File: config.mk
export PLATFORM = sky130hd
export DESIGN_NAME = r_router_n
export DESIGN_NICKNAME = d
export VERILOG_FILES = /design/src/rtl/r_router_n_pkg.sv /design/src/rtl/r_router_n_skid.sv /design/src/rtl/r_router_n.sv
export SDC_FILE = /design/constraint.sdc
export NUM_CORES = 1
export LEC_CHECK = 0
export CELL_PAD_IN_SITES_DETAIL_PLACEMENT = 1
export CELL_PAD_IN_SITES_GLOBAL_PLACEMENT = 1
export CORE_UTILIZATION = 34
export CTS_BUF_LIST = sky130_fd_sc_hd__clkbuf_8
export CTS_CLUSTER_DIAMETER = 100
export DETAILED_ROUTE_END_ITERATION = 10
export GPL_TIMING_DRIVEN = 0
export HOLD_SLACK_MARGIN = 0.1
export PLACE_DENSITY = 0.82
export SETUP_SLACK_MARGIN = 0.15
export SYNTH_ARGS = -nofsm -noshare
export SYNTH_HDL_FRONTEND = slang
export SYNTH_HIERARCHICAL = 1
export SYNTH_SLANG_ARGS = --single-unit
export TNS_END_PERCENT = 10
File: constraint.sdc
create_clock -name clk -period 2.9 [get_ports clk]
set_input_delay 0.435 -clock clk [delete_from_list [all_inputs] [get_ports clk]]
set_output_delay 0.435 -clock clk [all_outputs]
set_load 0.01 [all_outputs]
File: src/rtl/r_router_n_pkg.sv
// Shared types and constants for the R-channel router.
package r_router_n_pkg;

  localparam logic [1:0] RESP_OKAY   = 2'b00;
  localparam logic [1:0] RESP_DECERR = 2'b11;

  // Select field is stored at a fixed width wide enough for any legal SELW.
  localparam int SEL_MAX_W = 8;

  typedef struct packed {
    logic [SEL_MAX_W-1:0] sel;
    logic [7:0]           len;
  } rd_entry_t;

  function automatic rd_entry_t make_entry(input logic [SEL_MAX_W-1:0] sel,
                                           input logic [7:0] len);
    rd_entry_t e;
    e.sel = sel;
    e.len = len;
    return e;
  endfunction

endpackage

File: src/rtl/r_router_n_skid.sv
// Two-entry skid buffer with a registered output stage. Input ready is a
// pure function of registered occupancy, so out_ready_i never reaches
// in_ready_o combinationally.
module r_skid #(
  parameter int W = 35
) (
  input  logic         clk_i,
  input  logic         rst_i,
  input  logic         in_valid_i,
  output logic         in_ready_o,
  input  logic [W-1:0] in_data_i,
  output logic         out_valid_o,
  input  logic         out_ready_i,
  output logic [W-1:0] out_data_o
);

  logic         out_valid_q;
  logic [W-1:0] out_data_q;
  logic         skid_valid_q;
  logic [W-1:0] skid_data_q;
  logic         in_fire_s;

  assign in_ready_o  = !skid_valid_q;
  assign in_fire_s   = in_valid_i && !skid_valid_q;
  assign out_valid_o = out_valid_q;
  assign out_data_o  = out_data_q;

  // Refill the output register from the skid entry first, then from the input;
  // park an input beat in the skid entry while the output is stalled.
  always_ff @(posedge clk_i or posedge rst_i) begin
    if (rst_i) begin
      out_valid_q  <= 1'b0;
      out_data_q   <= '0;
      skid_valid_q <= 1'b0;
      skid_data_q  <= '0;
    end else if (!out_valid_q || out_ready_i) begin
      if (skid_valid_q) begin
        out_valid_q  <= 1'b1;
        out_data_q   <= skid_data_q;
        skid_valid_q <= 1'b0;
      end else if (in_fire_s) begin
        out_valid_q <= 1'b1;
        out_data_q  <= in_data_i;
      end else begin
        out_valid_q <= 1'b0;
      end
    end else if (in_fire_s) begin
      skid_valid_q <= 1'b1;
      skid_data_q  <= in_data_i;
    end
  end

endmodule

File: src/rtl/r_router_n.sv
// Read-data router: an in-order FIFO of {sel, len} picks which slave R
// channel feeds the master; unmapped selects are answered by an internal
// DECERR source that emits len+1 zero-data beats.
module r_router_n
  import r_router_n_pkg::*;
#(
  parameter int NS    = 5,
  parameter int DW    = 32,
  parameter int SELW  = 3,
  parameter int DEPTH = 4
) (
  input  logic             clk,
  input  logic             rst,
  input  logic             ar_push,
  input  logic [SELW-1:0]  ar_sel,
  input  logic [7:0]       ar_len,
  output logic             ar_full,
  input  logic [NS*DW-1:0] s_rdata,
  input  logic [NS*2-1:0]  s_rresp,
  input  logic [NS-1:0]    s_rlast,
  input  logic [NS-1:0]    s_rvalid,
  output logic [NS-1:0]    s_rready,
  output logic [DW-1:0]    m_rdata,
  output logic [1:0]       m_rresp,
  output logic             m_rlast,
  output logic             m_rvalid,
  input  logic             m_rready
);

  localparam int AW = $clog2(DEPTH);
  localparam int CW = $clog2(DEPTH + 1);
  localparam int PW = DW + 3;
  localparam logic [CW-1:0]        FULL_CNT = CW'(DEPTH);
  localparam logic [SEL_MAX_W-1:0] NS_SEL   = SEL_MAX_W'(NS);

  rd_entry_t       mem_q [DEPTH];
  logic [AW-1:0]   wptr_q, rptr_q;
  logic [CW-1:0]   count_q;
  logic [7:0]      beat_q;

  rd_entry_t       head_s;
  logic            empty_s, mapped_s, push_s, pop_s;
  logic            can_accept_s, beat_fire_s;
  logic            src_valid_s, src_last_s;
  logic [DW-1:0]   src_data_s;
  logic [1:0]      src_resp_s;
  logic [PW-1:0]   skid_out_s;

  assign ar_full     = (count_q == FULL_CNT);
  assign empty_s     = (count_q == '0);
  assign head_s      = mem_q[rptr_q];
  assign mapped_s    = (head_s.sel < NS_SEL);
  assign push_s      = ar_push && !ar_full;
  assign beat_fire_s = src_valid_s && can_accept_s;
  assign pop_s       = beat_fire_s && src_last_s;

  // Pick the beat source named by the FIFO head (slave channel or DECERR).
  always_comb begin
    src_valid_s = 1'b0;
    src_last_s  = 1'b0;
    src_data_s  = '0;
    src_resp_s  = RESP_OKAY;
    if (!empty_s && !mapped_s) begin
      src_valid_s = 1'b1;
      src_resp_s  = RESP_DECERR;
      src_last_s  = (beat_q == head_s.len);
    end else if (!empty_s) begin
      for (int i = 0; i < NS; i++) begin
        if (head_s.sel == SEL_MAX_W'(i)) begin
          src_valid_s = s_rvalid[i];
          src_last_s  = s_rlast[i];
          src_data_s  = s_rdata[i*DW +: DW];
          src_resp_s  = s_rresp[i*2 +: 2];
        end else begin
          src_valid_s = src_valid_s;
        end
      end
    end else begin
      src_valid_s = 1'b0;
    end
  end

  // Only the slave at the head of the queue ever sees ready.
  for (genvar g = 0; g < NS; g++) begin : g_rready
    assign s_rready[g] = !empty_s && (head_s.sel == SEL_MAX_W'(g)) && can_accept_s;
  end

  // Queue bookkeeping: pointers wrap naturally, push and pop may coincide.
  always_ff @(posedge clk or posedge rst) begin
    if (rst) begin
      wptr_q  <= '0;
      rptr_q  <= '0;
      count_q <= '0;
      for (int i = 0; i < DEPTH; i++) mem_q[i] <= '0;
    end else begin
      if (push_s) begin
        mem_q[wptr_q] <= make_entry(SEL_MAX_W'(ar_sel), ar_len);
        wptr_q        <= wptr_q + AW'(1);
      end
      if (pop_s) rptr_q <= rptr_q + AW'(1);
      case ({push_s, pop_s})
        2'b10:   count_q <= count_q + CW'(1);
        2'b01:   count_q <= count_q - CW'(1);
        default: count_q <= count_q;
      endcase
    end
  end

  // DECERR beat counter: counts 0..len, back to 0 on the final beat.
  always_ff @(posedge clk or posedge rst) begin
    if (rst) begin
      beat_q <= 8'd0;
    end else if (beat_fire_s && !empty_s && !mapped_s) begin
      beat_q <= src_last_s ? 8'd0 : beat_q + 8'd1;
    end
  end

  r_skid #(.W(PW)) u_skid (
    .clk_i       (clk),
    .rst_i       (rst),
    .in_valid_i  (src_valid_s),
    .in_ready_o  (can_accept_s),
    .in_data_i   ({src_resp_s, src_last_s, src_data_s}),
    .out_valid_o (m_rvalid),
    .out_ready_i (m_rready),
    .out_data_o  (skid_out_s)
  );

  assign {m_rresp, m_rlast, m_rdata} = skid_out_s;

endmodule

==> results of run 1 <==
==> cell families after synthesis <==
| family | after synthesis | synth area share (%) |
|---|---|---|
| XOR/XNOR | 14 | 1.632 |
| flip-flops | 131 | 43.63 |
| AO/OA/AOI/OAI | 69 | 7.061 |
| buffers and inverters | 57 | 3.814 |
| multiplexers | 203 | 35.42 |
| AND/OR/NAND/NOR | 107 | 7.177 |
| adder cells (fa/ha/maj) | 7 | 1.266 |
==> power by group <==
group | switching, mW | internal, mW
Clock | 0.809 | 0.888
Sequential | 0.505 | 2.68
Combinational | 5.63 | 6.56
==> area by class of cell <==
type                    instances  area [um^2]
diodes                          1        2.502
plain buffers                  43        478.0
clock buffers                  18        247.7
clock inverters                14        177.7
fillers                      2202        10040
inverters                      14        55.05
multi-input cells             400         4349
flip-flops and latches        131         3279
well taps                     280        350.3
repair buffers                274         2774
==> placed cells by master (no fill, tap or decap), types with 7 or more instances in the layout <==
cell	count
mux2_2	117
o21ai_0	12
mux4_2	35
buf_12	12
nor3_1	8
xnor2_1	9
clkbuf_1	8
mux2i_1	14
clkbuf_8	21
dfrtp_1	130
nor2_1	35
buf_6	14
mux2_4	36
nand2_1	22
clkdlybuf4s50_1	231
inv_1	11
buf_2	7
a22oi_2	15
buf_4	26
a22oi_1	10
==> per-stage QoR <==
stage | area (um^2) | hold slack [ps] | util, % | setup WS, ps
global route | 11710 | 305.3 | 53.83 | -451.4
finish | 11710 | 322.8 | 53.84 | -354.7
global placement | 10250 | 482.0 | 47.14 | -766.5
floorplan | 7542 | 468.0 | - | -183.1
CTS | 11180 | 289.2 | 51.39 | -315.4
detailed placement | 10300 | 492.7 | 47.37 | -590.8
==> sequential cells by signal (all words and copies together) (netlist names) <==
signal	flops
u_skid/skid_data_q	35
wptr_q	2
u_skid/out_valid_o	1
mem_q	44
beat_q	8
count_q	3
u_skid/out_data_o	35
rptr_q	2
u_skid/skid_valid_q	1
==> worst max path at each step <==
| stage | endpoint | from | cells past startpoint |
|---|---|---|---|
| after floorplan | count_q[2]$_DFFE_PP0P_ | rptr_q[0]$_DFFE_PP0P_ | 15 |
| after global placement | u_skid/out_data_o[32]$_DFFE_PP0P_ | rst | 2 |
| after detailed placement | count_q[2]$_DFFE_PP0P_ | rptr_q[1]$_DFFE_PP0P_ | 13 |
| after CTS | count_q[2]$_DFFE_PP0P_ | rptr_q[0]$_DFFE_PP0P_ | 14 |
| after global routing | count_q[2]$_DFFE_PP0P_ | rptr_q[0]$_DFFE_PP0P_ | 15 |
| final | count_q[2]$_DFFE_PP0P_ | rptr_q[0]$_DFFE_PP0P_ | 15 |
==> timing repair <==
| action | CTS | global route |
|---|---|---|
| cloned | 1 | 3 |
| setup buffers | 12 | 20 |
| endpoints found under the setup margin | 78 | 78 |
| pin swaps | 8 | 9 |
| resized for setup | 110 | 74 |
==> metal layers <==
metal,share of wire (%),up-vias,track usage (%)
met5,0,-,0
met4,2.1,0,7.400
li1,-,2776,-
met2,52,212,40.51
met3,5.4,43,4.364
met1,40,3124,27.80
==> Yosys cell counts (2+ instances only) <==
| cell type | n |
|---|---|
| buf_1 | 5 |
| nor2_1 | 41 |
| xnor2_1 | 12 |
| buf_2 | 13 |
| mux4_2 | 35 |
| a22oi_1 | 25 |
| and3_1 | 6 |
| nand3_1 | 3 |
| a21oi_1 | 3 |
| o2bb2ai_2 | 2 |
| nand2_1 | 24 |
| o31ai_1 | 5 |
| xor2_1 | 2 |
| nand4_1 | 2 |
| ha_1 | 6 |
| o21ai_2 | 2 |
| mux2i_1 | 15 |
| buf_6 | 7 |
| mux2_2 | 153 |
| clkbuf_1 | 17 |
| o21ai_1 | 2 |
| or2_2 | 3 |
| o21ai_0 | 14 |
| dfrtp_1 | 131 |
| inv_1 | 13 |
| and2_1 | 2 |
| a221oi_1 | 8 |
| nand2b_1 | 2 |
| nor3b_1 | 2 |
| a22o_1 | 3 |
| nor3_1 | 14 |
==> flow_results.org, run 1 <==
** Status
- Outcome :: complete, but fails checks
- The final reports fail on setup timing.

** Finish
- In the final layout, the share of cells above drive strength 1 is 40.04%.
- The area growth from synthesis to layout is 55.90%.
- The finished layout holds 1175 standard cells, fillers aside.
- Final-stage net count :: 1083

** Setup path
- STA classifies the critical path endpoint as a register.
- On the critical path, the stage with the largest delay is an instance of mux4_2.
- Critical Path Start Type :: register
- The number of cells on the worst reg-to-reg path is 15.
- Across all register-to-register paths, the minimum setup slack is -350 ps.
- The worst register-to-register path ends at count_q[2]$_DFFE_PP0P_.
- In this design, the stage delay of the slowest critical-path cell is 590 ps.
- The startpoint identified for the worst register-to-register timing path is rptr_q[0]$_DFFE_PP0P_.
- At the worst endpoint, the required time is 3220 ps.
- Together, buffers and inverters on the worst path number 5.
- Critical path, cell by cell :: buf_6 > mux4_2 > buf_6 > clkbuf_16 > mux2i_1 > nor3_2 > or2_2 > o211ai_1 > inv_1 > ha_4 > inv_2 > fa_2 > xor2_1 > nor2_1 > xor2_1
- Type of the setup path with the least slack :: reg -> reg
- For the worst setup path, the data arrival time is 3570 ps.
- The cell family contributing the most delay on the critical path is multiplexers.
- Along the worst path, the maximum fanout reaches 6.

** Global route
- The initial antenna violation count is 0.
- Global-route wire length before repair :: 38.12 mm
- Number of global-route vias before repair :: 6535
- Maximum number of pins on one net before global-route repair :: 65
- Global routing used 22.87% of the available tracks across all layers.
- Residual overflow from global routing :: 0

** Floorplan
- The floorplan step defined a core boundary enclosing 21760 um^2.
- Once the floorplan was initialized, standard cells occupied 34.54% of the core.
- In this run the core area contains 54 standard-cell rows.
- Measured along the y axis, the die boundary spans 150.7 um.
- Count of pins on the block boundary :: 237
- Measured along the x axis, the die boundary spans 150.7 um.
- The die covers 22700 um^2.

** Placement
- Inst Count DP :: 1106
- HPWL reported at the end of detailed placement :: 19.28 mm
- The congestion estimate from routability-driven global placement came to 0.7758.
- In this run the tool buffered the top-level ports with 236 buffer cells.

** CTS
- Counting along the longest clock path gives a buffer depth of 2.
- Clock tree root buffer cell :: clkbuf_8
- The H-tree was split into 4 levels.
- TritonCTS Buffers :: 17
- Sinks on Clock Net :: 131
- Clock latency on the worst-skew pair, taken at its later pin, is 450 ps.
- The number of hold buffers added after CTS was 0.
- CTS clk-pin slew, worst paths :: 80 ps
- CTS tree :: done

** STA
- Slew of the pin with the lowest slew margin :: 821.5 ps
- Clock skew on the completed layout was measured at 20.15 ps.
- Setup TNS after final layout :: -7388 ps
- Time the final worst path needs with I/O delays and setup :: 3255 ps
- Unrepaired setup endpoints after global routing :: true
- Across all setup checks in the final design, the least slack found is -354.7 ps.
- Headroom to the max-slew limit came out at 45.23%.
- Maximum achievable frequency :: 0.3072 GHz
- In the finished design, the share of the clock period the worst path needs comes to 112.2%.
- Max-slew violations :: 0
- Setup violations remaining at the end of the flow were counted as 69.
- Number of failing hold endpoints at the final stage :: 0

** Route
- In the final routed layout, each cell accounts on average for 23.32 um.
- Total Wirelength :: 27.41 mm
- Pre-Repair DR Iteration Count :: 4
- Overall via count from detail_route :: 6155
- Per-cell via count in the routed design :: 5.238
- 1st-iter DRT viols :: 237
- Number of DRC violations after detailed routing :: 0
- The detail route stage leaves a number of antenna-violating nets equal to 0.

** Pwr
- Sum of internal, switching and leakage power :: 17.07 mW
- Power per Cell Area :: 1457 nW/um^2
- Standby leakage power :: 4.947 nW
- Maximum vdd ir drop :: 635.9 uV

** Synthesis
- Mean instance size in the synthesized netlist :: 12.78 um^2
- Post-synthesis instance total :: 588
- Synth warnings :: 6
- Dominant cells by area after synthesis :: dfrtp_1 (44%), mux2_2 (23%), mux4_2 (10%)
- Counting distinct cell types in the post-synthesis netlist gives 47.
- Area of the mapped netlist :: 7513 um^2
- Synthesis inferred 131 register bits.
- Yosys mapped a number of flops with a built-in enable equal to 0.
- Ys flop type :: dfrtp_1
- Area share of the leading cell type in the synthesized netlist :: 43.63%
- Ys async rst share :: 100.0%
- Number of nets produced by synthesis :: 790
- For this run, the register share of the synthesized area comes to 43.63%.
- Summed over all instances, the cell type with the most area after synthesis is dfrtp_1.

** Flow run
- Number of maximum-capacitance violations :: 0

** Hold path
- The tightest min-delay check is of the in -> async type.
Power figures use the tool's default switching activity.
==> run 2, diff against run 1 <==
Settings changed: CORE_UTILIZATION 34 to 41, PLACE_DENSITY 0.82 to 0.93.
Clock period 2.9 ns to 4.16 ns, I/O delays scaled along.
==> run 2 against run 1 <==
  * Highest routed layer unchanged
  * Final cell count fell by 7.5%
  * Sequential share of layout area rose by 2.6 points
  * Count of clock-buffer cells in the layout fell by 1
  * Routed wire length fell by 4.7%
  * Non-clock buffer count fell by 36
  * Register-to-register slack improved by 720 ps
  * Global-route usage rose by 5.8 points
  * Via count fell by 0.81%
  * The flow now finishes without violations
  * Sequential power fell by 30%
  * Total power fell by 41%
  * Critical endpoint is now s_rready[4]
  * Die area fell by 17%
==> flow_results.org, run 2 (synthesis gave the netlist of run 1 again) <==
** Pwr
- For this design the ratio of total power to cell area is 946.3 nW/um^2.
- The analysis attributes to cell leakage a power of 4.489 nW.
- VDD sags by at most 510.6 uV.

** Route
- In the final routed layout, each cell accounts on average for 24.02 um.
- Pre-Repair DR Iteration Count :: 4
- After detailed routing, the total wire length is 26.11 mm.
- The detailed router finished its first iteration with 287 violations.
- The count of nets left with antenna violations once routing finished came out at 0.
- Per-cell via count in the routed design :: 5.616
- The routed layout has 6105 vias.
- Number of DRC violations after detailed routing :: 0

** Finish
- The area growth from synthesis to layout is 42.53%.
- Fill cells :: 1821
- Post-Layout Cell Count :: 1087
- Fraction of layout cells with a size suffix above 1 :: 30.89%
- Final-stage net count :: 1047
- The library cell used most frequently in the layout, excluding fill and tap cells, is clkdlybuf4s50_1.
- Number of flip-flops under the largest register name :: 44
- In the layout the commonest cells are clkdlybuf4s50_1 (236), mux2_2 (153), dfrtp_1 (131).
- 0 antenna diodes ended up in the layout.
- The register with the most flip-flops in the final layout is mem_q.

** Floorplan
- Count of pins on the block boundary :: 237
- The floorplan step set the die height to 137.4 um.
- Standard cell core area :: 17960 um^2
- Die Footprint :: 18870 um^2
- Cell Rows :: 49
- Effective utilization at floorplan :: 41.83%
- In this run the horizontal extent of the chip is 137.4 um.

** Setup path
- Data required time at the worst endpoint :: 3540 ps
- Type of the setup path with the least slack :: reg -> out
- The worst setup path is launched from a register.
- Kind of end point of the critical path :: output port
- Worst setup startpoint :: rptr_q[0]$_DFFE_PP0P_
- R2R setup slack :: 370 ps
- In this run the critical register-to-register path is launched from rptr_q[0]$_DFFE_PP0P_.
- Data arrives at the worst endpoint at 3210 ps.
- Maximum net fanout on the critical path :: 10
- Capturing point of the worst reg2reg path :: count_q[2]$_DFFE_PP0P_
- Counting cells, the worst reg-to-reg path comes to 14.
- Following the worst setup path forward leads to its endpoint at s_rready[4].

** Placement
- GPL Wtd Cong :: 0.8047
- During placement, the flow inserted port buffers numbering 236.
- Inst Count DP :: 1055
- The wire-length estimate of the detail-placed layout is 19.38 mm.

** CTS
- CTS clk-pin slew, worst paths :: 80 ps
- Clock tree synthesis found a total of 131 sinks.
- Post-CTS Hold Buffers :: 0
- Counting the buffers created by CTS gives 17.
- Deepest clock path buffer count :: 2
- CTS tree :: done
- Clock latency at the later pin of the worst-skew pair :: 450 ps
- CTS H-tree depth :: 4
- The root buffer cell chosen for the clock tree is clkbuf_8.

** STA
- Final setup viols :: 0
- Time the final worst path needs with I/O delays and setup :: 3838 ps
- Max transition margin :: 47.58%
- Slew of the pin with the lowest slew margin :: 786.2 ps
- Setup TNS after final layout :: 0 ps
- The worst path uses 92.27% of the clock period.
- Fin Clk Skew :: 9.845 ps
- Setup repair after global routing left no endpoint under its margin.
- Number of failing hold endpoints at the final stage :: 0
- Max-slew violations :: 0
- For this run, the top clock speed supported by timing is 0.2605 GHz.

** Global route
- Most utilized layer in the global route result :: met2
- Met2 usage :: 51.96%
- In the global route stage, met1 resource usage came out at 32.27%.
- The first global-routing pass estimated 39.21 mm of wire.
- The number of global-route vias before repair was 6990.
- For this run, the total global-route usage over all layers was measured as 28.66%.
- Initial antenna violation count :: 0
- Met3 Use GR :: 7.211%
- For this run the aggregate overflow at the end of global routing stands at 0.
- Maximum number of pins on one net before global-route repair :: 46

** Hold path
- Worst min-delay path category :: reg -> reg
- Startpoint of the tightest hold check path :: u_skid/skid_data_q[16]$_DFFE_PP0P_

** Flow run
- Number of maximum-capacitance violations :: 0

** Status
- Outcome :: finished, final reports clean
-- run 2: layout make-up --
type                       instances  area (um^2)  area share, %
buffer                            43        241.5          2.255
inverter                          14        55.05         0.5141
tap                              229        286.5          2.676
timing repair buffer             238         2410          22.50
multi-input combinational        400         3949          36.87
clock buffer                      17        234.0          2.185
clock inverter                    15        255.2          2.383
sequential                       131         3278          30.61
-- run 2: how the worst min path moves through the flow --
stage,to,cells after the start
global placement,u_skid/skid_data_q[2]$_DFFE_PP0P_,1
CTS,u_skid/skid_data_q[21]$_DFFE_PP0P_,1
floorplan,count_q[2]$_DFFE_PP0P_,1
global route,u_skid/skid_data_q[21]$_DFFE_PP0P_,1
finish,u_skid/skid_data_q[16]$_DFFE_PP0P_,1
detailed placement,u_skid/skid_data_q[21]$_DFFE_PP0P_,1
-- run 2: power breakdown --
part	switching [mW]	total, mW	leakage, nW	internal, mW
clock network	0.553	1.33	0.233	0.780
registers	0.361	2.23	1.63	1.87
logic	3.36	6.57	2.62	3.21
total	4.28	10.1	4.49	5.86
-- run 2: stage by stage --
stage | hold slack (ps) | setup WS (ps) | util [%] | cell area [um^2] | power, mW
after detailed placement | 492.2 | 305.1 | 56.85 | 10210 | 8.691
after global routing | 526.2 | 160.4 | 59.62 | 10710 | 10.76
after global placement | 482.3 | 375.9 | 56.57 | 10160 | 8.351
after CTS | 510.3 | 35.23 | 59.59 | 10700 | 10.19
final | 508.0 | 321.6 | 59.62 | 10710 | 10.13
after floorplan | 470.6 | 989.8 | - | 7513 | 6.646
-- run 2: worst max-delay path, cell delays in order, from the launching register on --
cell,delay (ps)
dfrtp_1,350
buf_6,150
mux4_2,520
buf_2,210
nor2_1,190
nand2_1,140
clkbuf_1,380
nor2_1,240
clkdlybuf4s50_1,570
-- run 2: layer usage --
metal  vias to the layer above  routed length [um]
met5                         -                   0
met4                         0                 709
met3                        53                1731
met2                       221               13740
met1                      3130                9932
li1                       2701                   -
-- run 2: what timing repair did --
item / in CTS / in global routing
setup buffers: 0 / 0
endpoints found under the setup margin: 4 / 4
resized for setup: 2 / 5
pin swaps: 0 / 0
